`src/rtl/custom_package.sv`:
```
// Shared types for the counter and the job scheduler that drives it.
// Holds direction/status/error enums, scheduler FSM states and defaults.
package custom_package;

    typedef enum logic {
        UP   = 1'b0,
        DOWN = 1'b1
    } direction_t;

    typedef enum logic [1:0] {
        READY = 2'd0,
        BUSY  = 2'd1,
        DONE  = 2'd2,
        ERROR = 2'd3
    } status_t;

    typedef enum logic [1:0] {
        NO_ERR   = 2'd0,
        UP_ERR   = 2'd1,
        DOWN_ERR = 2'd2
    } err_t;

    typedef enum logic [1:0] {
        IDLE   = 2'd0,
        LOAD   = 2'd1,
        RUN    = 2'd2,
        REPORT = 2'd3
    } sched_state_t;

    localparam int default_timeout = 1024;

endpackage

```
`src/rtl/rr_arbiter.sv`:
```
// Round-robin arbiter: grants the first request at or after the pointer.
// Ports: clk_i, rst_i (sync, high), req_i, adv_i (move pointer past grant),
//        gnt_o (one-hot), gnt_id_o (index of the grant).
module rr_arbiter #(
    parameter int N_REQ = 4,
    parameter int ID_W  = $clog2(N_REQ)
) (
    input  logic             clk_i,
    input  logic             rst_i,
    input  logic [N_REQ-1:0] req_i,
    input  logic             adv_i,
    output logic [N_REQ-1:0] gnt_o,
    output logic [ID_W-1:0]  gnt_id_o
);

    logic [ID_W-1:0] ptr_q, ptr_d;
    logic [ID_W:0]   idx;
    logic [ID_W:0]   nxt;
    logic            found;

    // Scan from the pointer, wrapping; one extra bit keeps ptr+i exact.
    always_comb begin
        gnt_o    = '0;
        gnt_id_o = '0;
        found    = 1'b0;
        idx      = '0;
        for (int i = 0; i < N_REQ; i++) begin
            idx = {1'b0, ptr_q} + (ID_W+1)'(i);
            if (idx >= (ID_W+1)'(N_REQ)) begin
                idx = idx - (ID_W+1)'(N_REQ);
            end
            if (!found && req_i[idx[ID_W-1:0]]) begin
                found    = 1'b1;
                gnt_id_o = idx[ID_W-1:0];
            end
        end
        if (found) begin
            gnt_o[gnt_id_o] = 1'b1;
        end
    end

    always_comb begin
        nxt   = {1'b0, gnt_id_o} + (ID_W+1)'(1);
        ptr_d = ptr_q;
        if (adv_i && found) begin
            ptr_d = (nxt >= (ID_W+1)'(N_REQ)) ? '0 : nxt[ID_W-1:0];
        end
    end

    always_ff @(posedge clk_i) begin
        if (rst_i) begin
            ptr_q <= '0;
        end else begin
            ptr_q <= ptr_d;
        end
    end

endmodule

```
`src/rtl/cnt_job_scheduler.sv`:
```
// Shares one up_down_counter between N_REQ requesters: arbitrates jobs,
// drives the counter, returns a completion record over valid/ready.
// Ports: req_* (job in), cntr_* (counter ctl/status), done_* (record out),
//        busy. Optional RUN watchdog when CNT_SCHED_TIMEOUT_EN is defined.
module cnt_job_scheduler
    import custom_package::*;
#(
    parameter int N_REQ          = 4,
    parameter int ID_W           = $clog2(N_REQ),
    parameter int TIMEOUT_CYCLES = default_timeout
) (
    input  logic                   clk,
    input  logic                   rst,
    input  logic [N_REQ-1:0]       req_valid,
    output logic [N_REQ-1:0]       req_ready,
    input  logic [N_REQ-1:0][31:0] req_start_val,
    input  logic [N_REQ-1:0][31:0] req_end_val,
    input  direction_t [N_REQ-1:0] req_direction,
    output logic                   cntr_en,
    output logic                   cntr_clear,
    output direction_t             cntr_direction,
    output logic [31:0]            cntr_start_val,
    output logic [31:0]            cntr_end_val,
    input  status_t                cntr_status,
    input  err_t                   cntr_error_status,
    input  logic [31:0]            cntr_cnt,
    output logic                   done_valid,
    input  logic                   done_ready,
    output logic [ID_W-1:0]        done_id,
    output status_t                done_status,
    output err_t                   done_err,
    output logic [31:0]            done_cnt,
    output logic                   done_timeout,
    output logic                   busy
);

    if (N_REQ < 2 || N_REQ > 16 || TIMEOUT_CYCLES < 1) begin : g_bad_param
        $error("cnt_job_scheduler: parameter out of range");
    end

    sched_state_t state_q, state_d;

    logic [N_REQ-1:0] gnt;
    logic [ID_W-1:0]  gnt_id;
    logic             in_idle;
    logic             run_end;
    logic             tmo_hit;

    direction_t  dir_q;
    logic [31:0] start_q;
    logic [31:0] end_q;
    logic [ID_W-1:0] id_q;
    status_t     st_q;
    err_t        err_q;
    logic [31:0] cnt_q;

    assign in_idle = (state_q == IDLE);

    rr_arbiter #(
        .N_REQ (N_REQ),
        .ID_W  (ID_W)
    ) u_arb (
        .clk_i    (clk),
        .rst_i    (rst),
        .req_i    (in_idle ? req_valid : '0),
        .adv_i    (in_idle),
        .gnt_o    (gnt),
        .gnt_id_o (gnt_id)
    );

    assign run_end = (state_q == RUN) &&
                     (cntr_status == DONE || cntr_status == ERROR);

`ifdef CNT_SCHED_TIMEOUT_EN
    logic [31:0] tmr_q;
    logic        tmo_q;

    // tmr_q counts completed RUN cycles; fires once the budget is spent.
    assign tmo_hit = (state_q == RUN) && !run_end &&
                     (tmr_q == 32'(TIMEOUT_CYCLES));

    always_ff @(posedge clk) begin
        if (rst) begin
            tmr_q <= '0;
        end else if (state_q == LOAD) begin
            tmr_q <= '0;
        end else if (state_q == RUN) begin
            tmr_q <= tmr_q + 32'd1;
        end
    end

    always_ff @(posedge clk) begin
        if (rst) begin
            tmo_q <= 1'b0;
        end else if (state_q == LOAD || run_end) begin
            tmo_q <= 1'b0;
        end else if (tmo_hit) begin
            tmo_q <= 1'b1;
        end
    end

    assign done_timeout = tmo_q;
`else
    assign tmo_hit      = 1'b0;
    assign done_timeout = 1'b0;
`endif

    always_comb begin
        state_d    = state_q;
        cntr_en    = 1'b0;
        cntr_clear = 1'b0;
        unique case (state_q)
            IDLE: begin
                if (|gnt) state_d = LOAD;
            end
            LOAD: begin
                cntr_clear = 1'b1;
                state_d = (cntr_error_status != NO_ERR) ? REPORT : RUN;
            end
            RUN: begin
                // Enable drops in the cycle the result is captured.
                if (run_end || tmo_hit) state_d = REPORT;
                else cntr_en = 1'b1;
            end
            REPORT: begin
                if (done_ready) state_d = IDLE;
            end
            default: state_d = IDLE;
        endcase
    end

    always_ff @(posedge clk) begin
        if (rst) begin
            state_q <= IDLE;
        end else begin
            state_q <= state_d;
        end
    end

    always_ff @(posedge clk) begin
        if (rst) begin
            dir_q   <= UP;
            start_q <= '0;
            end_q   <= '0;
            id_q    <= '0;
            st_q    <= READY;
            err_q   <= NO_ERR;
            cnt_q   <= '0;
        end else begin
            if (in_idle && |gnt) begin
                dir_q   <= req_direction[gnt_id];
                start_q <= req_start_val[gnt_id];
                end_q   <= req_end_val[gnt_id];
                id_q    <= gnt_id;
            end
            if (state_q == LOAD && cntr_error_status != NO_ERR) begin
                st_q  <= ERROR;
                err_q <= cntr_error_status;
                cnt_q <= start_q;
            end
            if (run_end) begin
                st_q  <= cntr_status;
                err_q <= cntr_error_status;
                cnt_q <= cntr_cnt;
            end else if (tmo_hit) begin
                st_q  <= ERROR;
                err_q <= NO_ERR;
                cnt_q <= cntr_cnt;
            end
        end
    end

    assign req_ready      = in_idle ? gnt : '0;
    assign cntr_direction = dir_q;
    assign cntr_start_val = start_q;
    assign cntr_end_val   = end_q;
    assign done_valid     = (state_q == REPORT);
    assign done_id        = id_q;
    assign done_status    = st_q;
    assign done_err       = err_q;
    assign done_cnt       = cnt_q;
    assign busy           = !in_idle;

endmodule

```
`config.mk`:
```
export PLATFORM = sky130hd
export DESIGN_NAME = cnt_job_scheduler
export DESIGN_NICKNAME = d
export VERILOG_FILES = /design/src/rtl/custom_package.sv /design/src/rtl/rr_arbiter.sv /design/src/rtl/cnt_job_scheduler.sv
export SDC_FILE = /design/constraint.sdc
export NUM_CORES = 1
export LEC_CHECK = 0
export ABC_AREA = 0
export CORE_AREA = 3 3 159 161
export DETAILED_ROUTE_END_ITERATION = 7
export DIE_AREA = 0 0 162 164
export DONT_BUFFER_PORTS = 1
export GPL_TIMING_DRIVEN = 0
export PLACE_DENSITY = 0.47
export SYNTH_ARGS = -nofsm -noshare
export SYNTH_HDL_FRONTEND = slang
export SYNTH_HIERARCHICAL = 1
export SYNTH_SLANG_ARGS = --single-unit
```
`constraint.sdc`:
```
create_clock -name clk -period 4.1 [get_ports clk]
set_clock_uncertainty 0.15 [all_clocks]
set_input_delay 0.82 -clock clk [delete_from_list [all_inputs] [get_ports clk]]
set_output_delay 0.82 -clock clk [all_outputs]
set_load 0.01 [all_outputs]
```
Yosys cells after proc, flatten, opt, wreduce, memory -nomap -nowiden --
Index checks and enable logic that the tools add are counted.
Word-level totals: bits in registers 107, input bits 303, logic and storage cells 100
Operators by class: add/subtract/negate cells 8, $lt $le $gt $ge 11, equality and inequality tests 8, muxes and demuxes 46, reductions and logical operators 18
Operators by type and width (number):
- $bmux 32 s2 | 2
- $mux 32 | 4
- $mux 2 | 16
- $lt 2x3->1 const B | 5
- $mux 1 | 14
- $ge 3x3->1 const B | 4
- $mux 4 | 3
- $bmux 1 s2 | 5
- $eq 2x2->1 const B | 4
- $logic_and 1x1->1 | 8
- $pmux 2 s4 | 1
- $sub 2x1->2 const B | 4
- $add 2x1->3 const B | 2
- $add 2x2->3 const B | 2
- $logic_not 1->1 | 4
- $ne 2x1->1 const B | 2
- $reduce_bool 2->1 | 2
- $reduce_or 4->1 | 1
- $ge 2x3->1 const B | 1
- $reduce_and 3->1 | 1
- $demux 1 s2 | 1
- $eq 2x1->1 const B | 1
- $ge 2x1->1 const B | 1
- $logic_not 2->1 | 1
- other kinds (2) | 2

Depth between registers and ports, before layout --
word-level depth 22, gate-level depth with buffers 14, depth with buffers taken out 11

Hierarchy --
Netlist, hierarchy kept.
By module, submodules not included:
- cnt_job_scheduler | times used 1, cells an instance 469, area each 5445.2 µm², seq. area each 2102.0 µm²
- rr_arbiter | times used 1, cells an instance 34, area each 274.0 µm², seq. area each 40.0 µm²

Worst setup path before layout --
No wires, ideal clock.
kind register -> register, from register state_q[0], to register dir_q (netlist: cntr_direction), arrival time 3.086 ns, slack 0.748 ns, cell stages (with the launch flop) 15, buffers on the path 3, clock period less this slack 3.352 ns, path through dfxtp_1 > inv_1 > ha_1 > clkbuf_1 > and2_1 > a21boi_0 > o32ai_1 > or2_2 > ha_1 > nor2b_1 > o41ai_4 > nor2_1 > buf_2 > buf_2 > a22o_1
Between the ends: longest elaborated chain between the ends 21
Ends and longest elaborated chain:
- start: declaration | RTL line cnt_job_scheduler.sv:41 | sched_state_t state_q, state_d;
- start signal: assignment | RTL line cnt_job_scheduler.sv:136 | state_q <= state_d;
- $logic_not 2->1 (*) | RTL line cnt_job_scheduler.sv:57 | assign in_idle = (state_q == IDLE);
- net in_idle | RTL line cnt_job_scheduler.sv:45 | logic in_idle;
- $mux 4 (*) | RTL line cnt_job_scheduler.sv:65 | .req_i (in_idle ? req_valid : '0),
- $bmux 1 s2 | RTL line rr_arbiter.sv:32 | if (!found && req_i[idx[ID_W-1:0]]) begin
- $mux 1 (implied by the code) | RTL line rr_arbiter.sv:32
- $mux 1 | RTL line rr_arbiter.sv:32
- $logic_not 1->1 | RTL line rr_arbiter.sv:32
- $logic_and 1x1->1 | RTL line rr_arbiter.sv:32
- [7 not listed]
- $lt 2x3->1 (implied by the code) / $ge 2x1->1 (equally long branches) | RTL line rr_arbiter.sv:38 | gnt_o[gnt_id_o] = 1'b1;
- $logic_and 1x1->1 (implied by the code) | RTL line rr_arbiter.sv:38
- $mux 1 (implied by the code) | RTL line rr_arbiter.sv:38
- $demux 1 s2
- $mux 4 (*) | RTL line rr_arbiter.sv:37 | if (found) begin
- net gnt[2] | RTL line cnt_job_scheduler.sv:43 | logic [N_REQ-1:0] gnt;
- $reduce_or 4->1 (*) | RTL line cnt_job_scheduler.sv:150 | if (in_idle && |gnt) begin
- $logic_and 1x1->1 (*) | RTL line cnt_job_scheduler.sv:150
- end signal: assignment | RTL line cnt_job_scheduler.sv:151 | dir_q <= req_direction[gnt_id];
- end: declaration | RTL line cnt_job_scheduler.sv:49 | direction_t dir_q;
Mark *: on every way through the listed nets, which the timed path passes. The rest lies on a longest branch. The select of a mux whose other input is x is not followed. A chain may end at the register's enable or synchronous reset.

Worst setup path in the final report --
from register state_q[0], to output port req_ready[0]
Between the ends: longest elaborated chain between the ends 20
Ends and longest elaborated chain:
- $logic_not 2->1 (*) | RTL line cnt_job_scheduler.sv:57
- net in_idle | RTL line cnt_job_scheduler.sv:45
- $mux 4 (*) | RTL line cnt_job_scheduler.sv:65
- $bmux 1 s2 | RTL line rr_arbiter.sv:32
- $mux 1 (implied by the code) | RTL line rr_arbiter.sv:32
- $mux 1 | RTL line rr_arbiter.sv:32
- $logic_not 1->1 | RTL line rr_arbiter.sv:32
- $logic_and 1x1->1 | RTL line rr_arbiter.sv:32
- [6 not listed]
- $mux 2 | RTL line rr_arbiter.sv:32
- $lt 2x3->1 (implied by the code) / $ge 2x1->1 (equally long branches) | RTL line rr_arbiter.sv:38
- $logic_and 1x1->1 (implied by the code) | RTL line rr_arbiter.sv:38
- $mux 1 (implied by the code) | RTL line rr_arbiter.sv:38
- $demux 1 s2
- $mux 4 (*) | RTL line rr_arbiter.sv:37
- net gnt[0] | RTL line cnt_job_scheduler.sv:43
- $mux 4 (*) | RTL line cnt_job_scheduler.sv:173 | assign req_ready = in_idle ? gnt : '0;
- end: declaration | RTL line cnt_job_scheduler.sv:15 | output logic [N_REQ-1:0] req_ready,
Marks and branches as above.

==> results by group <==
Status
  • Status: completed

Floorplanning
  • Die width: 162 µm
  • Die Y: 164 µm
  • Core Rows: 57
  • Die area: 26600 µm²
  • CORE AREA: 24100 µm²
  • Starting Density: 23.7%
  • Io pins: 415

Global routing
  • Initial antenna violation count: 6
  • Vias in the first global route: 4836
  • First-pass GRT wire length: 32300 µm
  • Grt ovf: 0
  • Tot GR Track Use: 16.5%
  • Largest net degree at the start of global routing: 19

Timing
  • Slew Limit Fails: 0
  • RSZ-0062 raised after global routing: false
  • Final hold viol count: 0
  • Hold_ws: 0.387 ns
  • Period Utilization, post-route: 94.7%
  • Setup TNS: 0 ns
  • Max transition margin: 52.2%
  • Final Critical Period: 3.88 ns
  • Worst-margin pin slew: 0.718 ns
  • Endpoints failing setup: 0
  • Max Fclk: 257 MHz

Detailed routing
  • M1 wire length: 7900 µm
  • Met2 WL: 12500 µm
  • WL/cell: 27.7 µm
  • Met3 wire len: 2580 µm
  • DR pass1 iterations: 4
  • DRC viols: 0
  • DR vias/cell: 5.44
  • Vias: 4619
  • Top Metal Used: met5
  • DR iter-0 viols: 226
  • Post-route ant nets: 0
  • Drt total wl: 23500 µm

Synth
  • Post-synthesis sequential area ratio: 37.5%
  • Syn_nets: 816
  • Cells after Synth: 503
  • Yosys warning total: 6
  • Synth top area share: 37.5%
  • Largest cells by area after synthesis: dfxtp_1 37%, mux4_2 26%, a22o_1 10%, a311oi_1 4.9%, nand2_1 4.3%
  • Synth area leader: dfxtp_1
  • Distinct cells, synth: 40
  • Synth Area per Inst: 11.4 µm²
  • Post-Syn Area: 5720 µm²
  • Seq cells post-synth: 107

Finish
  • Most common cell after layout, fill and taps aside: dfxtp_1
  • Area occupied by registers: 2140 µm²
  • Final Core Density: 26.8%
  • Area taken by multi-input logic gates: 3290 µm²
  • Layout cells sized above 1: 22.3%
  • Nets: 828
  • Commonest non-fill, non-tap cells in the layout: 107 x dfxtp_1, 66 x nand2_1, 65 x mux4_2, 65 x a22o_1, 37 x nor3_1
  • Synth-to-layout area growth: 12.8%
  • Fill cell count: 2610
  • Design area: 6450 µm²

Clock tree
  • Clock Tree Buf Depth: 2
  • CTS Buf Count: 9
  • CTS H-Tree Depth: 3
  • Post-CTS Hold Fix Bufs: 0
  • Reg clk slew, reported paths: 0.08 ns
  • CTS tree: done
  • Worst-Skew Late Latency: 0.35 ns
  • CTS Sinks: 107
  • Clock tree root driver cell: clkbuf_16

Critical path
  • Worst-path fanout max: 10
  • Critical path arrival: 2.91 ns
  • Worst setup path start: state_q[0]
  • Reg2reg path depth: 14
  • Critical Path End Type: output port
  • Setup crit end: req_ready[0]
  • Worst R2R End: cntr_start_val[18]
  • RR Startpoint: state_q[0]
  • Reg2reg setup slack: 0.30 ns
  • Worst path required time: 3.13 ns
  • CP Launch Type: flip-flop
  • Crit Path Category: flip-flop to output port

Job
  • MaxCap Viol Count: 0

Min path
  • Hold Crit Class: input pin to flip-flop

Pwr
  • Switching Power: 2.97 mW
  • Sequential fraction of design power: 34.1%
  • Static leakage: 2.21 nW
  • Pwr/cell area: 1030 nW/µm²
  • Sw frac: 44.7%
  • Combinational power share: 52.7%
  • P_int: 3.68 mW
  • IR drop worst, VDD: 407 µV
  • Clock power share: 13.2%

Placed design
  • Number of port buffers: 0
  • Placer Congestion: 0.852
  • HPWL Detailed: 19100 µm
  • Placed Instance Area: 6120 µm²
-- metrics by stage --
stage / setup slack [ns] / std cells / power, mW
after floorplan: 0.748 / 503 / 4.81
after global placement: 0.172 / 827 / 5.74
after detailed placement: 0.113 / 827 / 5.83
after CTS: 0.0629 / 843 / 6.75
after global routing: 0.0229 / 849 / 7.14
final: 0.216 / 849 / 6.64
-- area by class of cell --
cell class / instances / share of cell area, %
well taps: 324 / 6.28
repair buffers: 1 / 0.116
flip-flops and latches: 107 / 33.2
plain buffers: 54 / 4.27
multi-input cells: 335 / 51.1
clock inverters: 6 / 0.756
clock buffers: 10 / 3.70
diodes: 5 / 0.194
inverters: 7 / 0.407
-- flip-flops by register name, summed over array words and instances (netlist names) --
register and cells:
done_cnt 32, cntr_direction 1, state_q 2, done_id 2
done_status 2, cntr_start_val 32, done_err 2, u_arb/ptr_q 2
cntr_end_val 32
-- critical path, stage by stage, from the launching register on --
cell	delay (ns)
dfxtp_1	0.35
inv_1	0.13
ha_1	0.27
clkbuf_2	0.21
and2_1	0.26
a21boi_0	0.26
o32ai_2	0.16
or2_2	0.32
ha_1	0.18
nor2b_1	0.17
and2_1	0.23
-- what timing repair did --
item | CTS | global route
gates resized for setup | 1 | 5
gates cloned | 0 | 0
hold endpoints to repair | 0 | 0
pin swaps | 0 | 1
endpoints found under the setup margin | 2 | 58
setup buffers | 0 | 1
-- synthesized netlist by cell type, drive strengths merged --
cell,number
a311oi,32
nand2b,3
or2,1
nor2b,5
o41a,1
and3b,1
mux4,65
buf,31
mux2,1
nand2,66
dfxtp,107
a21oi,4
and2b,1
o21a,1
inv,7
o211ai,1
a21o,1
nor2,10
and2,9
mux2i,4
nor4,2
o32ai,1
a31oi,1
o22a,1
a21boi,1
a211oi,1
o22ai,1
nor3,37
o41ai,1
ha,10
nand3,2
conb,1
a221oi,1
o21ai,3
clkbuf,23
a311o,1
a22o,65
-- worst min-delay path by stage --
stage	depth (start not counted)	slack [ns]	startpoint	endpoint
4_1_cts	1	0.36	rst	u_arb/ptr_q[1]
3_3_place_gp	2	0.36	state_q[1]	state_q[1]
2_1_floorplan	2	0.34	done_err[0]	done_err[0]
3_5_place_dp	2	0.38	state_q[1]	state_q[1]
5_1_grt	1	0.36	rst	u_arb/ptr_q[1]
6_report	1	0.39	rst	u_arb/ptr_q[1]
-- cell families after synthesis --
| logic type | Yosys count | synth area share (%) |
|---|---|---|
| AO/OA/AOI/OAI | 117 | 17.7 |
| multiplexers | 70 | 26.5 |
| other | 1 | 0.0656 |
| AND/OR/NAND/NOR | 137 | 10.9 |
| flip-flops | 107 | 37.5 |
| buffers and inverters | 61 | 5.25 |
| adder cells (fa/ha/maj) | 10 | 2.19 |
-- power groups by stage --
stage / sequential (mW) / clock (mW) / combinational, mW
6_report: 2.27 / 0.878 / 3.50
5_1_grt: 2.34 / 0.953 / 3.85
4_1_cts: 2.28 / 0.922 / 3.55
3_5_place_dp: 2.31 / 0 / 3.52
3_3_place_gp: 2.31 / 0 / 3.44
2_1_floorplan: 2.06 / 0 / 2.75
-- layer usage --
metal	track usage [%]	up-vias
li1	-	2011
met1	17.1	2255
met2	30.0	320
met3	6.56	31
met4	6.20	2
met5	0	-
Note: power is estimated with default switching activity, not from simulation.
